--- config.mk ---
export PLATFORM = sky130hd
export DESIGN_NAME = dmem_req
export DESIGN_NICKNAME = d
export VERILOG_FILES = /design/src/rtl/dmem_req.sv
export SDC_FILE = /design/constraint.sdc
export NUM_CORES = 1
export LEC_CHECK = 0
export CORE_MARGIN = 2
export CORE_UTILIZATION = 33
export CTS_CLUSTER_SIZE = 30
export DETAILED_ROUTE_END_ITERATION = 12
export GPL_TIMING_DRIVEN = 0
export SLEW_MARGIN = 30
export SYNTH_ARGS = -nofsm -noshare
export SYNTH_HDL_FRONTEND = slang
export SYNTH_SLANG_ARGS = --single-unit
--- constraint.sdc ---
create_clock -name clk -period 5.4 [get_ports clk]
set_input_delay 1.08 -clock clk [delete_from_list [all_inputs] [get_ports clk]]
set_output_delay 1.08 -clock clk [all_outputs]
set_load 0.05 [all_outputs]
--- src/rtl/dmem_req.sv ---
// Data-memory request unit: turns EX-stage load/store ops into single-outstanding bus requests.
// Optional LL/SC support is enabled by defining DMEM_LLSC_EN.
module dmem_req #(
    parameter int unsigned ALUOP_W = 8
) (
    input  logic               clk,
    input  logic               rst,
    input  logic               valid_i,
    input  logic [ALUOP_W-1:0] aluop_i,
    input  logic [31:0]        addr_i,
    input  logic [31:0]        reg2_i,
    input  logic               llbit_i,
    input  logic               flush_i,
    output logic               ready_o,
    output logic               stall_o,
    output logic               data_req_o,
    output logic               data_wr_o,
    output logic [1:0]         data_size_o,
    output logic [31:0]        data_addr_o,
    output logic [3:0]         data_wstrb_o,
    output logic [31:0]        data_wdata_o,
    input  logic               data_addr_ok_i,
    input  logic               data_data_ok_i,
    input  logic [31:0]        data_rdata_i,
    output logic               resp_valid_o,
    output logic [31:0]        mem_data_o,
    output logic [31:0]        mem_addr_o,
    output logic [31:0]        excepttype_o,
    output logic               sc_result_o
);

    localparam logic [ALUOP_W-1:0] OpLb  = ALUOP_W'(8'hE0);
    localparam logic [ALUOP_W-1:0] OpLbu = ALUOP_W'(8'hE4);
    localparam logic [ALUOP_W-1:0] OpLh  = ALUOP_W'(8'hE1);
    localparam logic [ALUOP_W-1:0] OpLhu = ALUOP_W'(8'hE5);
    localparam logic [ALUOP_W-1:0] OpLw  = ALUOP_W'(8'hE3);
    localparam logic [ALUOP_W-1:0] OpLwl = ALUOP_W'(8'hE2);
    localparam logic [ALUOP_W-1:0] OpLwr = ALUOP_W'(8'hE6);
    localparam logic [ALUOP_W-1:0] OpLl  = ALUOP_W'(8'hF0);
    localparam logic [ALUOP_W-1:0] OpSb  = ALUOP_W'(8'hE8);
    localparam logic [ALUOP_W-1:0] OpSh  = ALUOP_W'(8'hE9);
    localparam logic [ALUOP_W-1:0] OpSw  = ALUOP_W'(8'hEB);
    localparam logic [ALUOP_W-1:0] OpSwl = ALUOP_W'(8'hEA);
    localparam logic [ALUOP_W-1:0] OpSwr = ALUOP_W'(8'hEE);
    localparam logic [ALUOP_W-1:0] OpSc  = ALUOP_W'(8'hF8);

    localparam logic [31:0] ExcAdel = 32'h0000_0010;
    localparam logic [31:0] ExcAdes = 32'h0000_0020;

    typedef enum logic [1:0] {StIdle, StReq, StWait, StDrain} state_e;

    state_e state_q, state_d;

    // Decoded view of the op currently on the EX inputs
    logic        is_load, is_store, is_sc, misaligned, sc_fail;
    logic [1:0]  size_n;
    logic [31:0] baddr_n;
    logic [3:0]  wstrb_n;
    logic [31:0] wdata_n;

    logic        start, early_resp, resp_fire;

    // Captured transaction
    logic        wr_q, load_q, sc_q;
    logic [1:0]  size_q;
    logic [31:0] baddr_q, wdata_q, oaddr_q;
    logic [3:0]  wstrb_q;

    logic        resp_valid_q, sc_result_q;
    logic [31:0] mem_data_q, mem_addr_q, exc_q;

    always_comb begin
        is_load    = 1'b0;
        is_store   = 1'b0;
        is_sc      = 1'b0;
        misaligned = 1'b0;
        size_n     = 2'd2;
        baddr_n    = addr_i;
        wstrb_n    = 4'b0000;
        wdata_n    = 32'h0;
        case (aluop_i)
            OpLb, OpLbu: begin
                is_load = 1'b1;
                size_n  = 2'd0;
            end
            OpLh, OpLhu: begin
                is_load    = 1'b1;
                size_n     = 2'd1;
                misaligned = addr_i[0];
            end
            OpLw, OpLl: begin
                is_load    = 1'b1;
                misaligned = |addr_i[1:0];
            end
            OpLwl, OpLwr: begin
                is_load = 1'b1;
                baddr_n = {addr_i[31:2], 2'b00};
            end
            OpSb: begin
                is_store = 1'b1;
                size_n   = 2'd0;
                wstrb_n  = 4'b0001 << addr_i[1:0];
                wdata_n  = {4{reg2_i[7:0]}};
            end
            OpSh: begin
                is_store   = 1'b1;
                size_n     = 2'd1;
                misaligned = addr_i[0];
                wstrb_n    = addr_i[1] ? 4'b1100 : 4'b0011;
                wdata_n    = {2{reg2_i[15:0]}};
            end
            OpSw, OpSc: begin
                is_store   = 1'b1;
                is_sc      = (aluop_i == OpSc);
                misaligned = |addr_i[1:0];
                wstrb_n    = 4'b1111;
                wdata_n    = reg2_i;
            end
            OpSwl: begin
                is_store = 1'b1;
                baddr_n  = {addr_i[31:2], 2'b00};
                case (addr_i[1:0])
                    2'b00:   begin wstrb_n = 4'b0001; wdata_n = {24'h0, reg2_i[31:24]}; end
                    2'b01:   begin wstrb_n = 4'b0011; wdata_n = {16'h0, reg2_i[31:16]}; end
                    2'b10:   begin wstrb_n = 4'b0111; wdata_n = {8'h0, reg2_i[31:8]}; end
                    default: begin wstrb_n = 4'b1111; wdata_n = reg2_i; end
                endcase
            end
            OpSwr: begin
                is_store = 1'b1;
                baddr_n  = {addr_i[31:2], 2'b00};
                case (addr_i[1:0])
                    2'b00:   begin wstrb_n = 4'b1111; wdata_n = reg2_i; end
                    2'b01:   begin wstrb_n = 4'b1110; wdata_n = {reg2_i[23:0], 8'h0}; end
                    2'b10:   begin wstrb_n = 4'b1100; wdata_n = {reg2_i[15:0], 16'h0}; end
                    default: begin wstrb_n = 4'b1000; wdata_n = {reg2_i[7:0], 24'h0}; end
                endcase
            end
            default: ;
        endcase
    end

`ifdef DMEM_LLSC_EN
    // A failed SC is answered locally without touching the bus
    assign sc_fail = is_sc & ~llbit_i;
`else
    logic unused_llbit;
    assign unused_llbit = llbit_i;
    assign sc_fail      = 1'b0;
`endif

    always_comb begin
        start      = 1'b0;
        early_resp = 1'b0;
        if (state_q == StIdle && valid_i && !flush_i && (is_load || is_store)) begin
            if (misaligned || sc_fail) early_resp = 1'b1;
            else                       start      = 1'b1;
        end
    end

    always_comb begin
        state_d   = state_q;
        resp_fire = 1'b0;
        case (state_q)
            StIdle: begin
                if (start) state_d = StReq;
            end
            StReq: begin
                if (data_addr_ok_i) begin
                    if (data_data_ok_i) begin
                        state_d   = StIdle;
                        resp_fire = ~flush_i;
                    end else begin
                        // Bus already owns the request, so a flush must still absorb data_ok
                        state_d = flush_i ? StDrain : StWait;
                    end
                end else if (flush_i) begin
                    state_d = StIdle;
                end
            end
            StWait: begin
                if (data_data_ok_i) begin
                    state_d   = StIdle;
                    resp_fire = ~flush_i;
                end else if (flush_i) begin
                    state_d = StDrain;
                end
            end
            StDrain: begin
                if (data_data_ok_i) state_d = StIdle;
            end
            default: state_d = StIdle;
        endcase
    end

    always_ff @(posedge clk) begin
        if (rst) begin
            state_q      <= StIdle;
            wr_q         <= 1'b0;
            load_q       <= 1'b0;
            sc_q         <= 1'b0;
            size_q       <= 2'd0;
            baddr_q      <= 32'h0;
            wdata_q      <= 32'h0;
            wstrb_q      <= 4'b0000;
            oaddr_q      <= 32'h0;
            resp_valid_q <= 1'b0;
            sc_result_q  <= 1'b0;
            mem_data_q   <= 32'h0;
            mem_addr_q   <= 32'h0;
            exc_q        <= 32'h0;
        end else begin
            state_q      <= state_d;
            resp_valid_q <= resp_fire | early_resp;
            if (start) begin
                wr_q    <= is_store;
                load_q  <= is_load;
                sc_q    <= is_sc;
                size_q  <= size_n;
                baddr_q <= baddr_n;
                wdata_q <= wdata_n;
                wstrb_q <= wstrb_n;
                oaddr_q <= addr_i;
            end
            if (resp_fire) begin
                mem_data_q  <= load_q ? data_rdata_i : 32'h0;
                mem_addr_q  <= oaddr_q;
                exc_q       <= 32'h0;
                sc_result_q <= sc_q;
            end else if (early_resp) begin
                mem_data_q  <= 32'h0;
                mem_addr_q  <= addr_i;
                exc_q       <= misaligned ? (is_load ? ExcAdel : ExcAdes) : 32'h0;
                sc_result_q <= 1'b0;
            end
        end
    end

    assign ready_o      = (start | early_resp) & ~rst;
    assign stall_o      = ((state_q != StIdle) | start) & ~rst;
    assign data_req_o   = (state_q == StReq) & ~rst;
    assign data_wr_o    = wr_q;
    assign data_size_o  = size_q;
    assign data_addr_o  = baddr_q;
    assign data_wstrb_o = wstrb_q;
    assign data_wdata_o = wdata_q;
    assign resp_valid_o = resp_valid_q;
    assign mem_data_o   = mem_data_q;
    assign mem_addr_o   = mem_addr_q;
    assign excepttype_o = exc_q;
    assign sc_result_o  = sc_result_q;

endmodule

-- After elaboration in Yosys (flattened, before gate mapping)
Cells that the tools add are included.
- memories kept: 0
- bits in registers: 205
- bits in writable memories: 0
- output and inout bits: 172
- input bits: 111
- latch bits: 0
- bits in read-only memories: 0
- word-level logic and storage cells: 103
- shifts and indexed selects: 1
- bitwise logic cells: 8
- multiply operators: 0
- div/mod/pow operators: 0
- eq/ne operators: 23
- mux-type cells: 38
- order comparisons: 0
- add/sub/neg operators: 0
- reduce and logical (&&, ||, !) cells: 19
- operators with widths (cell ; number):
    $pmux W32 S3 ; 2
    $mux W32 ; 5
    $pmux W32 S5 ; 1
    $eq A8 B8 Y1 const B ; 14
    $pmux W4 S5 ; 1
    $mux W2 ; 8
    $mux W1 ; 12
    $mux W6 ; 2
    $pmux W4 S3 ; 1
    $pmux W3 S3 ; 1
    $pmux W2 S4 ; 1
    $reduce_or A4 Y1 ; 2
    $reduce_or A8 Y1 ; 1
    $eq A2 B2 Y1 const B ; 3
    $ne A3 B3 Y1 const B ; 2
    $reduce_or A2 Y1 ; 3
    $reduce_or A3 Y1 ; 2
    $reduce_or A6 Y1 ; 1
    $eq A2 B1 Y1 const B ; 2
    $logic_not A2 Y1 ; 2
    $mux W4 ; 1
    $ne A2 B2 Y1 const B ; 2
    $pmux W1 S2 ; 2
    $pmux W2 S2 ; 1
    other kinds (9) ; 17

-- Logic depth before layout (Yosys ltp)
- depth after elaboration: 8
- gate-level depth with buffers: 10
- gate-level depth less buffers: 8

-- Worst setup path before layout
OpenSTA, ideal clock, no wires.
- path type: input-to-output
- from: input aluop_i[3]
- to: output stall_o
- slack: 1343 ps
- data arrival time: 2977 ps
- stages on the path: 6
- buffers on the path: 2
- cells stage by stage: clkbuf_1 o21a_1 a2bb2oi_1 o311ai_1 clkbuf_1 a21oi_1
- word-level cells in the longest chain between the ends: 8
- elaborated cells between the ends (all ways): 27
- those cells by class: 14 x eq/ne; 5 x mux; 2 x bitwise; 6 x reduce/logical
- RTL lines (element ; line ; text):
    start, declared ; 9 ; input logic [ALUOP_W-1:0] aluop_i,
    $eq A8 B8 Y1 ; 81 ; case (aluop_i)
    $reduce_or A8 Y1 (no line) / $reduce_or A6 Y1 (equally long branches) ; -- ;
    $mux W1 ; 81 ;
    $logic_or A1 B1 Y1 ; 155 ; if (state_q == StIdle && valid_i && !flush_i && (is_load || is_store)) begin
    $logic_and A1 B1 Y1 ; 155 ;
    $mux W1 (*) ; 155 ;
    $or A1 B1 Y1 (*) ; 240 ; assign stall_o = ((state_q != StIdle) | start) & ~rst;
    $and A1 B1 Y1 (*) ; 240 ;
    end, declared ; 15 ; output logic stall_o,
Mark *: on every way between the ends. The rest lies on a longest branch, timed or not.

-- Worst setup path in the final report
- from: input aluop_i[0]
- to: output stall_o
The elaborated chain is that of the path after synthesis.

==> PnR_summary.wiki <==
{| class="wikitable"
! Metric !! Value
|-
| Ys Warns || 0
|-
| Worst relative slew slack || 41.9%
|-
| Routed WL || 24.1 mm
|-
| Nets@finish || 1,241
|-
| Mean area per synthesized cell || 8.49 µm²
|-
| Post-route non-filler standard cell count || about 1,400
|-
| Switching power summed over all nets || roughly 670 µW
|-
| Internal || 2.04 mW
|-
| CTS tree || yes
|-
| Total clock sinks || 145
|-
| Finish-stage setup viols || 0
|-
| R2R depth || 10
|-
| Y dimension of the die || 150 µm
|-
| Crit end category || primary output
|-
| Number of cells in the design after placement || 1,381
|-
| Post-DP HPWL || 18.6 mm
|-
| Async SR Flop Fraction || 0%
|-
| Initial core utilization || 33.6%
|-
| Vias after detailed routing || 7,031
|-
| Row count || 53
|-
| Power Total || ~2.7 mW
|-
| IR drop worst, VDD || 0.182 mV
|-
| Commonest non-fill, non-tap cell in the layout || sky130_fd_sc_hd__clkdlybuf4s50_1
|-
| Post-Place Setup Slack || -0.207 ns
|-
| Final hold slack || 0.451 ns
|-
| Final Hold Violating Endpoints || 0
|-
| Latest clock arrival within the worst-skew pair || 0.42 ns
|-
| Portion of the clock cycle consumed by the worst path in the final layout || 95.6%
|-
| Via count of the first global-routing pass || 6,693
|-
| RSZ-0062 raised after global routing || false
|-
| Count of max-cap constraint violations || 0
|-
| Setup crit start kind || input pin
|-
| Max Fclk || 194 MHz
|-
| Post-DR wirelength/cell || between 15 and 20 µm
|-
| Most frequent cells in the layout || 249 x sky130_fd_sc_hd__clkdlybuf4s50_1, 145 x sky130_fd_sc_hd__dfxtp_1, 140 x sky130_fd_sc_hd__nand2_1
|-
| Chip width || 150 µm
|-
| Gate Count Post-Synth || 828
|-
| Sequential fraction of the synthesis area || 41.3%
|-
| Switch share || 24.8%
|-
| Logic pwr share || 11.6%
|-
| Slack of the critical path || 0.236 ns
|-
| Total leakage power || 4.09 nW
|-
| Path type of the worst setup path || input pin to primary output
|-
| Post-CTS Hold Buffers || 0
|-
| Number of levels in the clock H-tree || 4
|-
| Synth cell types || 59
|-
| Shortest clock period the worst path allows after layout || 5.16 ns
|-
| Final weighted congestion of routability-driven global placement || slightly above 0.9
|-
| Reg2Reg Launch Point || state_q[0]
|-
| Number of DRC markers in iteration 0 || 418
|-
| Total clock buffers created by CTS || 17
|-
| Crit Path Max Fanout || 10
|-
| Area share of the leading cell type in the synthesized netlist || 41.3%
|-
| Slew at the pin closest to its max-slew limit || 0.858 ns
|-
| Number of antenna violations at the first check in global routing || 0
|-
| Number of flip-flops and latches in the synthesized netlist || 145
|-
| Layout area overhead || 51.6%
|-
| Final slew viol count || 0
|-
| Detail-routed via count per cell || roughly 5.0
|-
| Hold Crit Endpoint || data_wdata_o[31]
|-
| Final clock skew || about 0.0091 ns
|-
| Antenna cells || 0
|-
| Netlist Area Pre-Place || 0.00703 mm²
|-
| Gates resized, CTS repair || 1
|-
| CTS root buf || sky130_fd_sc_hd__clkbuf_16
|-
| Detail Route Antenna Nets || 0
|-
| Arrival @ worst endpoint || 4.08 ns
|-
| Total global routing track utilization || a little over a fifth
|-
| Count of flip-flops with a built-in enable after synthesis || 0
|-
| Cell depth of the worst hold path || 2
|-
| Relative contribution of the clock network to total power || 48.6%
|-
| Power density normalized to cell area || 254 mW/mm²
|-
| Commonest register cell after synthesis || sky130_fd_sc_hd__dfxtp_1
|-
| Number of buffers on the longest clock path || 2
|-
| Overflow left after global routing || 0
|-
| Share of cells above drive strength 1 || 9.50%
|-
| Final routed DRC violation total || 0
|-
| Post-CTS setup-driven buffer insertion count || 0
|-
| Startpoint of the worst hold path || data_wdata_o[31]
|-
| Total of buffers placed on input and output ports || 249
|-
| Worst flop-to-flop path endpoint || mem_addr_o[25]
|-
| Top post-synthesis cells by area || sky130_fd_sc_hd__dfxtp_1 41%, sky130_fd_sc_hd__nand2_1 7.5%, sky130_fd_sc_hd__mux2i_1 7.3%
|-
| Run status || finished, final reports clean
|-
| Die Area || 0.0225 mm²
|-
| Required arrival time at the worst endpoint || 4.32 ns
|-
| Pre-antenna DRT Iters || 5
|-
| Wire length of the first global-routing pass || 36.8 mm
|-
| Top-level I/O count || ~280
|-
| Core footprint || 0.0210 mm²
|-
| Leading area contributor after synthesis || sky130_fd_sc_hd__dfxtp_1
|-
| Part of the power in registers || between 30% and 40%
|-
| Largest net degree at the start of global routing || 17
|-
| Clock transition at path regs || 0.06 ns
|-
| Register-to-register setup slack || 2.55 ns
|-
| Min-Delay Path Class || flop to flop
|-
| Aggregate negative setup slack || 0 ns
|}
worst max-delay path, cell delays in order:
cell and delay, ns:
sky130_fd_sc_hd__clkdlybuf4s50_1 0.52, sky130_fd_sc_hd__nor3b_1 0.45, sky130_fd_sc_hd__nor3_1 0.20, sky130_fd_sc_hd__o311ai_4 0.48, sky130_fd_sc_hd__clkbuf_1 0.46, sky130_fd_sc_hd__a21oi_1 0.13, sky130_fd_sc_hd__clkdlybuf4s50_1 0.75
kinds of logic (layout without fill, tap and decap cells):
kind of cell             count (synthesis)  count (layout)  share of synthesized area [%]
other                                    1              30                         0.0533
flip-flops                             145             145                           41.3
AND/OR/NAND/NOR                        241             241                           15.6
buffers and inverters                  136             416                           10.7
AO/OA/AOI/OAI                          243             243                           22.6
multiplexers                            57              57                           8.91
adder cells (fa/ha/maj)                  5               5                          0.890
state kept, by name, summed over array words and instances, names as in the netlist:
register and cells:
data_addr_o 32, data_wdata_o 32, mem_addr_o 32, mem_data_o 32, data_wstrb_o 4, data_size_o 2
excepttype_o 2, oaddr_q 2, state_q 2, data_wr_o 1, load_q 1, resp_valid_o 1
sc_q 1, sc_result_o 1
routing by layer:
layer	track usage, %	routed length [µm]	part of all wire (%)
met3	4.88	1750	7.2
met4	7.41	582	2.4
met5	0	0	0
met1	27.5	10800	45
met2	33.7	10900	45
worst max-delay path by stage:
| stage | startpoint | end | slack (ns) |
|---|---|---|---|
| floorplan | aluop_i[3] | stall_o | 1.34 |
| global placement | aluop_i[0] | stall_o | -0.18 |
| detailed placement | addr_i[0] | stall_o | -0.21 |
| CTS | addr_i[0] | stall_o | 0.08 |
| global route | aluop_i[0] | stall_o | 0.02 |
| finish | aluop_i[0] | stall_o | 0.24 |
stage by stage:
stage	utilization, %	instance area [µm²]
6_report	50.9	10700
5_1_grt	50.9	10700
4_1_cts	50.8	10700
3_5_place_dp	47.7	9990
3_3_place_gp	47.6	9980
2_1_floorplan	-	7140
power groups by stage:
stage	combinational (mW)	sequential [mW]	clock [mW]
after floorplan	0.170	1.10	0
after global placement	0.310	1.10	0
after detailed placement	0.311	1.10	0
after CTS	0.313	1.08	1.35
after global routing	0.336	1.08	1.39
final	0.315	1.08	1.32
final cells by class:
cell class | instances | area [µm²]
tap | 275 | 344
timing repair buffer | 249 | 2490
buffer | 120 | 693
multi-input combinational | 576 | 3520
fill | 2064 | 10300
inverter | 16 | 60.1
clock inverter | 14 | 226
sequential | 145 | 2900
clock buffer | 17 | 425
cells in the mapped netlist, types with 2 or more instances:
cell / instances
sky130_fd_sc_hd__buf_1: 4
sky130_fd_sc_hd__nand3_1: 9
sky130_fd_sc_hd__o22ai_1: 2
sky130_fd_sc_hd__nand2_1: 140
sky130_fd_sc_hd__o2bb2ai_1: 8
sky130_fd_sc_hd__inv_1: 15
sky130_fd_sc_hd__nor3_1: 6
sky130_fd_sc_hd__a221oi_1: 9
sky130_fd_sc_hd__nor2b_1: 13
sky130_fd_sc_hd__buf_6: 2
sky130_fd_sc_hd__o2111ai_1: 2
sky130_fd_sc_hd__o311a_1: 2
sky130_fd_sc_hd__o21ai_0: 66
sky130_fd_sc_hd__a22o_1: 39
sky130_fd_sc_hd__or4_1: 2
sky130_fd_sc_hd__mux4_2: 4
sky130_fd_sc_hd__or2_2: 2
sky130_fd_sc_hd__and2_1: 2
sky130_fd_sc_hd__mux2i_1: 51
sky130_fd_sc_hd__a21oi_1: 66
sky130_fd_sc_hd__ha_1: 5
sky130_fd_sc_hd__or3_1: 5
sky130_fd_sc_hd__a22oi_1: 21
sky130_fd_sc_hd__a211oi_1: 8
sky130_fd_sc_hd__nor3b_1: 13
sky130_fd_sc_hd__buf_2: 2
sky130_fd_sc_hd__nor4_1: 3
sky130_fd_sc_hd__clkbuf_1: 52
sky130_fd_sc_hd__o211ai_1: 5
sky130_fd_sc_hd__o31ai_1: 2
sky130_fd_sc_hd__nand2b_1: 6
sky130_fd_sc_hd__dfxtp_1: 145
sky130_fd_sc_hd__nor2_1: 32
sky130_fd_sc_hd__buf_4: 60
Power figures use the tool's default switching activity.
